`config.mk`:
```
export PLATFORM = sky130hd
export DESIGN_NAME = apb_req_arbiter
export DESIGN_NICKNAME = d
export VERILOG_FILES = /design/src/rtl/apb_req_arbiter.sv
export SDC_FILE = /design/constraint.sdc
export NUM_CORES = 1
export LEC_CHECK = 0
export CAP_MARGIN = 30
export CORE_MARGIN = 1.5
export CORE_UTILIZATION = 23
export DETAILED_ROUTE_END_ITERATION = 7
export GPL_TIMING_DRIVEN = 0
export PLACE_DENSITY = 0.61
export SLEW_MARGIN = 20
export SYNTH_ARGS = -nofsm -noshare
export SYNTH_HDL_FRONTEND = slang
export SYNTH_SLANG_ARGS = --single-unit
```
`constraint.sdc`:
```
create_clock -name PCLK -period 7.2 [get_ports PCLK]
set_input_delay 2.16 -clock PCLK [delete_from_list [all_inputs] [get_ports PCLK]]
set_output_delay 2.16 -clock PCLK [all_outputs]
set_load 0.02 [all_outputs]
```
`src/rtl/apb_req_arbiter.sv`:
```
// apb_req_arbiter: round-robin arbiter and sequencer between two load/store
// requesters and a single APB master.
//
// Ports
//   PCLK, PRESETn              clock; synchronous active-high reset
//   rX_req/wr/addr/wdata/strb  requester X (0 = CPU data stage, 1 = UART/DMA)
//   rX_gnt                     same-cycle accept pulse (IDLE only)
//   rX_done                    one-cycle completion pulse to the owning port
//   rsp_err, rsp_rdata         response status/data, valid with rX_done
//   m_transEn, m_wr_en, m_addr, m_wdata, m_strobe   master request bus
//   m_done, m_rdata            master completion and read data
//   busy                       high while a transfer is in BUSY or RESP
module apb_req_arbiter #(
  parameter int unsigned ADDR_W  = 32,
  parameter int unsigned DATA_W  = 32,
  parameter int unsigned TIMEOUT = 16
) (
  input  logic              PCLK,
  input  logic              PRESETn,
  input  logic              r0_req,
  input  logic              r0_wr,
  input  logic [ADDR_W-1:0] r0_addr,
  input  logic [DATA_W-1:0] r0_wdata,
  input  logic [1:0]        r0_strb,
  input  logic              r1_req,
  input  logic              r1_wr,
  input  logic [ADDR_W-1:0] r1_addr,
  input  logic [DATA_W-1:0] r1_wdata,
  input  logic [1:0]        r1_strb,
  output logic              r0_gnt,
  output logic              r1_gnt,
  output logic              r0_done,
  output logic              r1_done,
  output logic              rsp_err,
  output logic [DATA_W-1:0] rsp_rdata,
  output logic              m_transEn,
  output logic              m_wr_en,
  output logic [ADDR_W-1:0] m_addr,
  output logic [DATA_W-1:0] m_wdata,
  output logic [1:0]        m_strobe,
  input  logic              m_done,
  input  logic [DATA_W-1:0] m_rdata,
  output logic              busy
);

  // A zero TIMEOUT still needs a 1-bit counter to keep widths legal.
  localparam int unsigned CNT_W = (TIMEOUT > 0) ? $clog2(TIMEOUT + 1) : 1;
  localparam bit          TMO_EN = (TIMEOUT != 0);
  localparam logic [CNT_W-1:0] CNT_LAST = CNT_W'((TIMEOUT > 0) ? (TIMEOUT - 1) : 0);
  localparam logic [CNT_W-1:0] CNT_MAX  = {CNT_W{1'b1}};

  typedef enum logic [1:0] {
    ST_IDLE = 2'd0,
    ST_BUSY = 2'd1,
    ST_RESP = 2'd2
  } state_t;

  state_t            state_q, state_d;
  logic              last_q;      // port granted most recently
  logic              owner_q;     // port owning the current transfer
  logic              wr_q;
  logic [ADDR_W-1:0] addr_q;
  logic [DATA_W-1:0] wdata_q;
  logic [1:0]        strb_q;
  logic [DATA_W-1:0] rdata_q;
  logic              err_q;
  logic [CNT_W-1:0]  cnt_q;

  logic win1;      // port 1 wins arbitration this cycle
  logic grant;     // a grant is issued this cycle
  logic tmo_hit;   // current BUSY cycle is the last one allowed

  // Round-robin: on a tie the port not granted last wins.
  assign win1    = (r0_req && r1_req) ? ~last_q : r1_req;
  assign grant   = (state_q == ST_IDLE) && (r0_req || r1_req) && !PRESETn;
  assign tmo_hit = TMO_EN && (cnt_q == CNT_LAST);

  // State register
  always_ff @(posedge PCLK) begin
    if (PRESETn) state_q <= ST_IDLE;
    else         state_q <= state_d;
  end

  // Next-state logic
  always_comb begin
    state_d = state_q;
    case (state_q)
      ST_IDLE: if (grant) state_d = ST_BUSY;
      ST_BUSY: if (m_done || tmo_hit) state_d = ST_RESP;
      ST_RESP: state_d = ST_IDLE;
      default: state_d = ST_IDLE;
    endcase
  end

  // Request latches, response latches and timeout counter
  always_ff @(posedge PCLK) begin
    if (PRESETn) begin
      last_q  <= 1'b1;
      owner_q <= 1'b0;
      wr_q    <= 1'b0;
      addr_q  <= '0;
      wdata_q <= '0;
      strb_q  <= '0;
      rdata_q <= '0;
      err_q   <= 1'b0;
      cnt_q   <= '0;
    end else begin
      case (state_q)
        ST_IDLE: begin
          if (grant) begin
            owner_q <= win1;
            last_q  <= win1;
            wr_q    <= win1 ? r1_wr    : r0_wr;
            addr_q  <= win1 ? r1_addr  : r0_addr;
            wdata_q <= win1 ? r1_wdata : r0_wdata;
            strb_q  <= win1 ? r1_strb  : r0_strb;
            cnt_q   <= '0;
          end
        end
        ST_BUSY: begin
          // m_done takes priority over a coincident timeout.
          if (m_done) begin
            rdata_q <= wr_q ? '0 : m_rdata;
            err_q   <= 1'b0;
          end else if (tmo_hit) begin
            rdata_q <= '0;
            err_q   <= 1'b1;
          end else if (cnt_q != CNT_MAX) begin
            cnt_q <= cnt_q + CNT_W'(1);
          end
        end
        default: ;
      endcase
    end
  end

  // Output decode
  always_comb begin
    r0_gnt    = 1'b0;
    r1_gnt    = 1'b0;
    r0_done   = 1'b0;
    r1_done   = 1'b0;
    rsp_err   = 1'b0;
    rsp_rdata = '0;
    m_transEn = 1'b0;
    busy      = 1'b0;
    m_wr_en   = wr_q;
    m_addr    = addr_q;
    m_wdata   = wdata_q;
    m_strobe  = strb_q;
    case (state_q)
      ST_IDLE: begin
        r0_gnt = grant && !win1;
        r1_gnt = grant && win1;
      end
      ST_BUSY: begin
        m_transEn = 1'b1;
        busy      = 1'b1;
      end
      ST_RESP: begin
        busy      = 1'b1;
        r0_done   = !owner_q;
        r1_done   = owner_q;
        rsp_err   = err_q;
        rsp_rdata = rdata_q;
      end
      default: ;
    endcase
  end

endmodule
```
# == After elaboration in Yosys (flattened, before gate mapping) ==
# Index checks and enable logic that the tools add are counted.
# classes
addsub,1
eq_ne,9
mux,26
bitwise,1
reduce_logical,18
# ops
cell,n
32-bit two-way mux,6
5-bit two-way mux,4
1-bit two-way mux,11
"2-bit != test, second input constant",5
5-bit one-hot mux with 2 select lines,1
2-bit two-way mux,3
2-bit AND reduction,3
"5-bit by 1-bit adder with 5-bit output, second input constant",1
"5-bit by 4-bit equality test with 1-bit output, second input constant",1
1-bit logical AND,5
"5-bit != test, second input constant",1
5-bit AND reduction,1
2-bit one-hot mux with 2 select lines,1
2-bit nonzero test,2
1-bit zero test,3
"2-bit by 1-bit equality test with 1-bit output, second input constant",1
"2-bit equality test, second input constant",1
2-bit zero test,1
1-bit logical OR,2
2-bit OR reduction,1
1-bit NOT,1
# word_totals
regBits,109
inputBits,171
output_inout_bits,106
wordCells,65

# == Logic depth before layout (Yosys ltp) ==
# logic_depth
depth_word,5
depth_mapped,8
ltp_nobuf,7

# == Worst setup path after synthesis ==
# OpenSTA, ideal clock, no wires.
# synth_timing
path_type,input-to-output
startpoint,input port PRESETn
endpoint,output port r1_gnt
arrival_ps,3346
t_required_ps,5040
slack_ps,1694
cell_stages,6
path_buffers,3
cell_sequence,buf_2 > o21bai_2 > nor2_4 > buf_2 > buf_2 > and2_1
# synth_via
elab_chain_len,4
# synth_rtl
item,line_no,rtl
start: declaration,19,"input logic PRESETn,"
1-bit zero test,75,assign grant = (state_q == ST_IDLE) && (r0_req || r1_req) && !PRESETn;
1-bit logical AND,75,
1-bit logical AND,154,r1_gnt = grant && win1;
1-bit two-way mux,151,case (state_q)
end: declaration,31,"output logic r1_gnt,"
# Every way passes these cells.

# == Final worst setup path ==
# layout_timing
startpoint,input port r0_req
endpoint,output port r1_gnt
# layout_via
elab_chain_len,5
word_cells_on_any_way,7
cone_classes,mux: 2; reduce/logical: 5
# layout_rtl
item,line_no,rtl
start: declaration,20,"input logic r0_req,"
1-bit logical OR,75,
1-bit logical AND (2 in a row),75,
1-bit logical AND *,154,
1-bit two-way mux *,151,
# Mark *: on every way between the ends. The rest lies on a longest branch, timed or not.

==> flow_metrics.py <==
metrics = {
    "sta": {
        "finalHoldViolCount": 0,
        "actual_slew_at_the_worst_max_slew_pin_ps": 691,
        "final.setup.tns_ps": 0,
        "maximum_frequency_from_static_timing_analysis_ghz": 0.151,
        "maxSlewViolCount": 0,
        "final-setup-viol-count": 0,
        "final.min_clock_period_ps": 6640,
        "final_worst_clock_skew_ps": 7.85,
        "min_period_over_period_pct": 92.2,
        "smallest_hold_slack_ps": 447,
        "rsz0062_at_grt": "false",
        "slew_headroom_pct": 54.0,
    },
    "critical_path": {
        "critPathRequiredTime_ps": 5040,
        "worstRegToRegCells": 7,
        "critical_path.slowest_cell": "sky130_fd_sc_hd__clkdlybuf4s50_1",
        "arrival_ps": 4480,
        "worst_setup_path_category": "input port to output port",
        "critical_path.max_stage_delay_ps": 600,
        "worstSetupEndpointType": "output port",
        "crit_chain": "clkdlybuf4s50_1, o21bai_2, nor2_4, buf_2, buf_2, and2_1, clkdlybuf4s50_1",
        "cp_startpoint_kind": "input port",
        "timing.critical_path.fanout_max": 10,
    },
    "yosys": {
        "synth_warnings": 0,
        "yosysSeqAreaShare_pct": 45.2,
        "postSynth.asyncResetShare_pct": 0,
        "synth-seq-cells": 109,
        "yosys.cell_types.count": 31,
        "syn_avg_cell_area_um2": 9.19,
        "syn_inst": 526,
        "synth.cell_area_um2": 4830,
        "number_of_flops_mapped_to_enable_cells_by_yosys": 0,
        "synthFlopType": "sky130_fd_sc_hd__dfxtp_1",
        "syn_nets": 703,
    },
    "global_routing": {
        "grt_util_met2_pct": 26.3,
        "met3_usage_pct": 3.95,
        "groute.usage.overall_pct": 15.2,
        "grt_first_pass_wirelength_um": 25900,
        "grt_busiest_layer": "met2",
        "globalRoute.totalOverflow": 0,
        "initial_antenna_violation_count": 0,
        "via_count_of_the_first_global_routing_pass": 4727,
        "grt.met1_usage_pct": 18.4,
        "grt_max_degree": 18,
    },
    "floorplanning": {
        "die_w_um": 148,
        "num_rows": 52,
        "number_of_primary_i_o_pins": 277,
        "initial_utilization_pct": 23.7,
        "core_um2": 20400,
        "height_of_the_die_um": 148,
        "floorplan.die_area_um2": 21900,
    },
    "finish": {
        "syn2layout_area_growth_pct": 69.9,
        "diodes": 0,
        "final_layout_size_suffix_gt1_share_pct": 5.14,
        "seqCellArea_um2": 2180,
        "layout.filler_cells": 2116,
        "multi_input_area_um2": 2430,
        "nNetsFinal": 989,
    },
    "detailed_routing": {
        "detail-route-antenna-nets": 0,
        "avgViaCountPerCell": 4.36,
        "num_vias": 4742,
        "wl_per_cell_um": 15.4,
        "dr.pass1.iters": 4,
        "detail_route.drc_violations": 0,
        "wl_um": 16700,
        "drt_iter0_drc": 144,
    },
    "placement": {
        "placement.io_buffers": 275,
        "place.gp.congestion": 0.786,
        "post-dp-hpwl_um": 13000,
    },
    "clocking": {
        "cts_tree": "done",
        "postCtsResizedCells": 0,
        "cts_root_buffer": "sky130_fd_sc_hd__clkbuf_16",
        "ctsHoldBuffers": 0,
        "cts-htree-levels": 3,
        "postCtsSetupBuffers": 0,
        "cts_buffers": 9,
        "clock_tree.buffer_depth": 2,
        "numClockSinks": 109,
        "clock_insertion_delay_worst_skew_ps": 350,
        "clk_transition_reported_paths_ps": 70,
    },
    "status": {
        "status": "finished, final reports clean",
    },
    "pwr": {
        "vdd_drop_max_mv": 0.0873,
        "total_power_density_per_cell_area_nw_per_um2": 212,
        "leakage_nw": 3.00,
    },
    "min_path": {
        "hold_path_depth": 2,
        "timing.hold.worst.class": "register to register",
    },
    "flow_run": {
        "cap_violations": 0,
    },
}
[synthesized netlist by cell type (2+ instances only)]
cell type | instances | share of area, %
sky130_fd_sc_hd__nand2_1 | 17 | 1.3
sky130_fd_sc_hd__nor2b_1 | 5 | 0.65
sky130_fd_sc_hd__nand3_1 | 16 | 1.7
sky130_fd_sc_hd__nand2b_1 | 2 | 0.26
sky130_fd_sc_hd__a21oi_1 | 19 | 2.0
sky130_fd_sc_hd__and2_1 | 36 | 4.7
sky130_fd_sc_hd__buf_2 | 23 | 2.4
sky130_fd_sc_hd__a22oi_1 | 19 | 3.0
sky130_fd_sc_hd__a211oi_1 | 68 | 11
sky130_fd_sc_hd__dfxtp_1 | 109 | 45
sky130_fd_sc_hd__inv_1 | 5 | 0.39
sky130_fd_sc_hd__mux2i_1 | 71 | 15
sky130_fd_sc_hd__buf_1 | 5 | 0.39
sky130_fd_sc_hd__clkbuf_1 | 17 | 1.3
sky130_fd_sc_hd__ha_1 | 6 | 1.6
sky130_fd_sc_hd__and3_1 | 2 | 0.26
sky130_fd_sc_hd__nor2_1 | 92 | 7.1
[power by group]
| group | internal, W | switching (W) |
|---|---|---|
| Clock | 0.000255 | 0.000229 |
| Combinational | 0.000273 | 0.000278 |
| Sequential | 0.000668 | 0.0000359 |
[metal layers]
| metal | routed length [um] | vias up | part of all wire, % |
|---|---|---|---|
| met2 | 7930 | 189 | 47 |
| met4 | 245 | 0 | 1.5 |
| met1 | 7340 | 2110 | 44 |
| met3 | 1230 | 13 | 7.3 |
| met5 | 0 | - | 0 |
| li1 | - | 2430 | - |
[placed cells by master (no fill, tap or decap), types with 2 or more instances in the layout]
master	Yosys	final
sky130_fd_sc_hd__clkdlybuf4s50_1	0	275
sky130_fd_sc_hd__dfxtp_1	109	109
sky130_fd_sc_hd__nor2_1	92	92
sky130_fd_sc_hd__mux2i_1	71	71
sky130_fd_sc_hd__a211oi_1	68	68
sky130_fd_sc_hd__and2_1	36	36
sky130_fd_sc_hd__buf_2	23	23
sky130_fd_sc_hd__a22oi_1	19	19
sky130_fd_sc_hd__a21oi_1	19	19
sky130_fd_sc_hd__clkbuf_1	17	18
sky130_fd_sc_hd__nand2_1	17	17
sky130_fd_sc_hd__nand3_1	16	16
sky130_fd_sc_hd__clkbuf_16	0	9
sky130_fd_sc_hd__ha_1	6	6
sky130_fd_sc_hd__inv_1	5	5
sky130_fd_sc_hd__nor2b_1	5	5
sky130_fd_sc_hd__buf_1	5	5
sky130_fd_sc_hd__and3_1	2	2
sky130_fd_sc_hd__nand2b_1	2	2
sky130_fd_sc_hd__clkbuf_8	0	2
sky130_fd_sc_hd__clkinv_4	0	2
sky130_fd_sc_hd__clkinvlp_4	0	2
[worst paths after layout]
| kind | from | to | slack (ps) |
|---|---|---|---|
| worst max register to register | cnt_q[0] | cnt_q[3] | 5000 |
| worst min-delay path | rdata_q[6] | rdata_q[6] | 450 |
| worst max-delay path | r0_req | r1_gnt | 560 |
| worst min register to register | rdata_q[6] | rdata_q[6] | 450 |
[area by class of cell]
cell class,count,area share [%]
repair buffers,275,33.5
multi-input cells,367,29.6
flip-flops and latches,109,26.6
well taps,270,4.11
clock buffers,12,3.12
plain buffers,45,2.41
clock inverters,4,0.396
inverters,5,0.229
[worst max-delay path, delay by kind of cell]
kind	cells	cell delay, ps
buf+inv	4	1720
simple gates	2	430
compound gates	1	160
[per-stage QoR]
step | instances | utilization, % | area (um2) | setup slack [ps] | power (W)
floorplan | 526 | - | 4830 | 1690 | 0.000996
global placement | 1071 | 38.8 | 7920 | 530 | 0.00127
detailed placement | 1071 | 38.8 | 7920 | 508 | 0.00127
CTS | 1087 | 40.2 | 8210 | 503 | 0.00177
global route | 1087 | 40.2 | 8210 | 378 | 0.00183
finish | 1087 | 40.2 | 8210 | 563 | 0.00174
[logic make-up (layout without fill, tap and decap cells)]
kind of cell             count (synthesis)  in the layout  share of synthesized area [%]
AND/OR/NAND/NOR                        176            176                           17.1
AO/OA/AOI/OAI                          114            114                           17.0
flip-flops                             109            109                           45.2
multiplexers                            71             71                           14.7
buffers and inverters                   50            341                           4.48
adder cells (fa/ha/maj)                  6              6                           1.55
[flip-flops by register name, summed over array words and instances, names as in the netlist]
register	count
last_q	1
cnt_q	5
m_wr_en	1
m_addr	32
owner_q	1
m_wdata	32
rdata_q	32
err_q	1
m_strobe	2
state_q	2
Note: power is estimated with default switching activity, not from simulation.
==> patch (config.mk and constraints unchanged) <==
Re-encode `state_t` (3 states) as one-hot, 3 bits wide.
--- a/src/rtl/apb_req_arbiter.sv
+++ b/src/rtl/apb_req_arbiter.sv
@@ -49,10 +49,10 @@
   localparam logic [CNT_W-1:0] CNT_LAST = CNT_W'((TIMEOUT > 0) ? (TIMEOUT - 1) : 0);
   localparam logic [CNT_W-1:0] CNT_MAX  = {CNT_W{1'b1}};
 
-  typedef enum logic [1:0] {
-    ST_IDLE = 2'd0,
-    ST_BUSY = 2'd1,
-    ST_RESP = 2'd2
+  typedef enum logic [2:0] {
+    ST_IDLE = 3'b001,
+    ST_BUSY = 3'b010,
+    ST_RESP = 3'b100
   } state_t;
 
   state_t            state_q, state_d;
Check against the original RTL: no difference found for any inputs over 4 cycles, from zero or initial values and one cycle with PRESETn high; so few cycles prove little.
==> patch against the original RTL <==
Critical path depth stayed put; register-to-register slack got worse by 220 ps; synthesized area is 4.7% lower; wire length up 4.0%; total power is 0.30% lower; setup slack gained 140 ps; sequential power shrank 0.7%; design area down 2.2%; sequential cell count grew 1; largest power group unchanged.
==> patch: results (changes against the original RTL) <==
status finished, final reports clean; Yosys cell types 33 (+6.5%); top cells by area, synth dfxtp_1 (48%), a211oi_1 (11%), a21oi_1 (8.0%), a22o_1 (6.1%), nand2_1 (5.9%); Worst R2R Setup Slack 4780 ps (-220 ps); Nets 1013 (+2.4%); Avg Vias per Cell 4.52 (+3.6%); uppermost routed layer met5; sequential group power 0.000699 W (-0.7%); dpl hpwl 13200 um (+1.3%); global-route track usage on met2 28.1% (+1.8 points); peak supply drop 0.000100 V (+15%); pre-CTS setup slack 121 ps (-387 ps); first-pass GRT wire length 26100 um (+0.96%); pin count of the biggest net entering global routing 19 (+1); CP max stage delay 650 ps (+50 ps); post-CTS sizing 0 (unchanged); Post-Syn Nets 723 (+2.8%); DP Area 7690 um2 (-2.9%); r2r worst-path depth 8 (+1); fin crit period 6500 ps (-136 ps); Sequential Power Share 40.3% (-0.2 points); final cell count without fillers 1109 (+2.0%); hold wc startpoint rdata_q[5]; reg2reg end rdata_q[12]; clk root buf clkbuf_16; routed wl met3 1850 um (+51%); Lkg Pwr 3.05 nW (+1.8%); Critical Path Sink r0_gnt; setup bufs post-CTS 0 (unchanged); number of fill cells in the layout 2040 (-3.6%); met2 wire length 8150 um (+2.7%); Total Routing Usage GR 16.4% (+1.3 points); met3 usage 6.82% (+2.9 points); clk_skew 6.80 ps (-1.05 ps); RePlAce Congestion 0.748 (-4.7%); Worst Tran Pin Value 721 ps (+30.1 ps); M1 WL 7210 um (-1.8%); Min Hold Slack 472 ps (+25.2 ps); met1 Usage GRT 18.9% (+0.56 points); Max clock buf depth 2 (unchanged); share of post-route cells with drive strength above 1 3.79% (-1.3 points); hold endpoint rdata_q[5]; # diodes 0 (unchanged); vias in the first global route 4858 (+2.8%); Cell Int Power 0.00120 W (+0.57%); Worst Hold Depth 1 (-1); Critical Path AT 4340 ps (-140 ps); Logic pwr share 28.7% (-3.0 points); WL/cell 15.7 um (+1.9%); Cells after Synth 549 (+4.4%); First DRT Iteration DRCs 179 (+24%); Worst path slowest cell clkdlybuf4s50_1; sequential share of the synthesized area 47.8% (+2.7 points); top cells by count, synth dfxtp_1 (110), a21oi_1 (74), nand2_1 (72), nor2_1 (72), a211oi_1 (68); initial antenna violation count 1 (+1)
-- patch: changes by cell type after synthesis, moves of 19 or more --
cell / delta
nor2_1: -20
a22oi_1: -19
buf_2: -19
a21oi_1: +55
mux2i_1: -71
nand2_1: +55
a22o_1: +31
clkbuf_1: +23
-- patch: worst max-delay path, delay by kind of cell --
kind	cells	cell delay, ps
buffers and inverters	4	1700
AND/OR/NAND/NOR	3	470
-- patch: cells by family after synthesis --
logic type	synth area share [%]
simple gates	20.1
compound gates	26.3
flops	47.8
buf+inv	4.95
fa+ha+maj	0.816
-- patch: layout make-up --
| class | count | area (um2) | share of cell area (%) |
|---|---|---|---|
| Sequential cell | 110 | 2200 | 27.4 |
| Inverter | 3 | 16.3 | 0.202 |
| Tap cell | 265 | 332 | 4.13 |
| Buffer | 50 | 211 | 2.63 |
| Clock inverter | 5 | 65.1 | 0.810 |
| Clock buffer | 11 | 253 | 3.15 |
| Timing Repair Buffer | 279 | 2780 | 34.6 |
| Multi-Input combinational cell | 386 | 2170 | 27.1 |
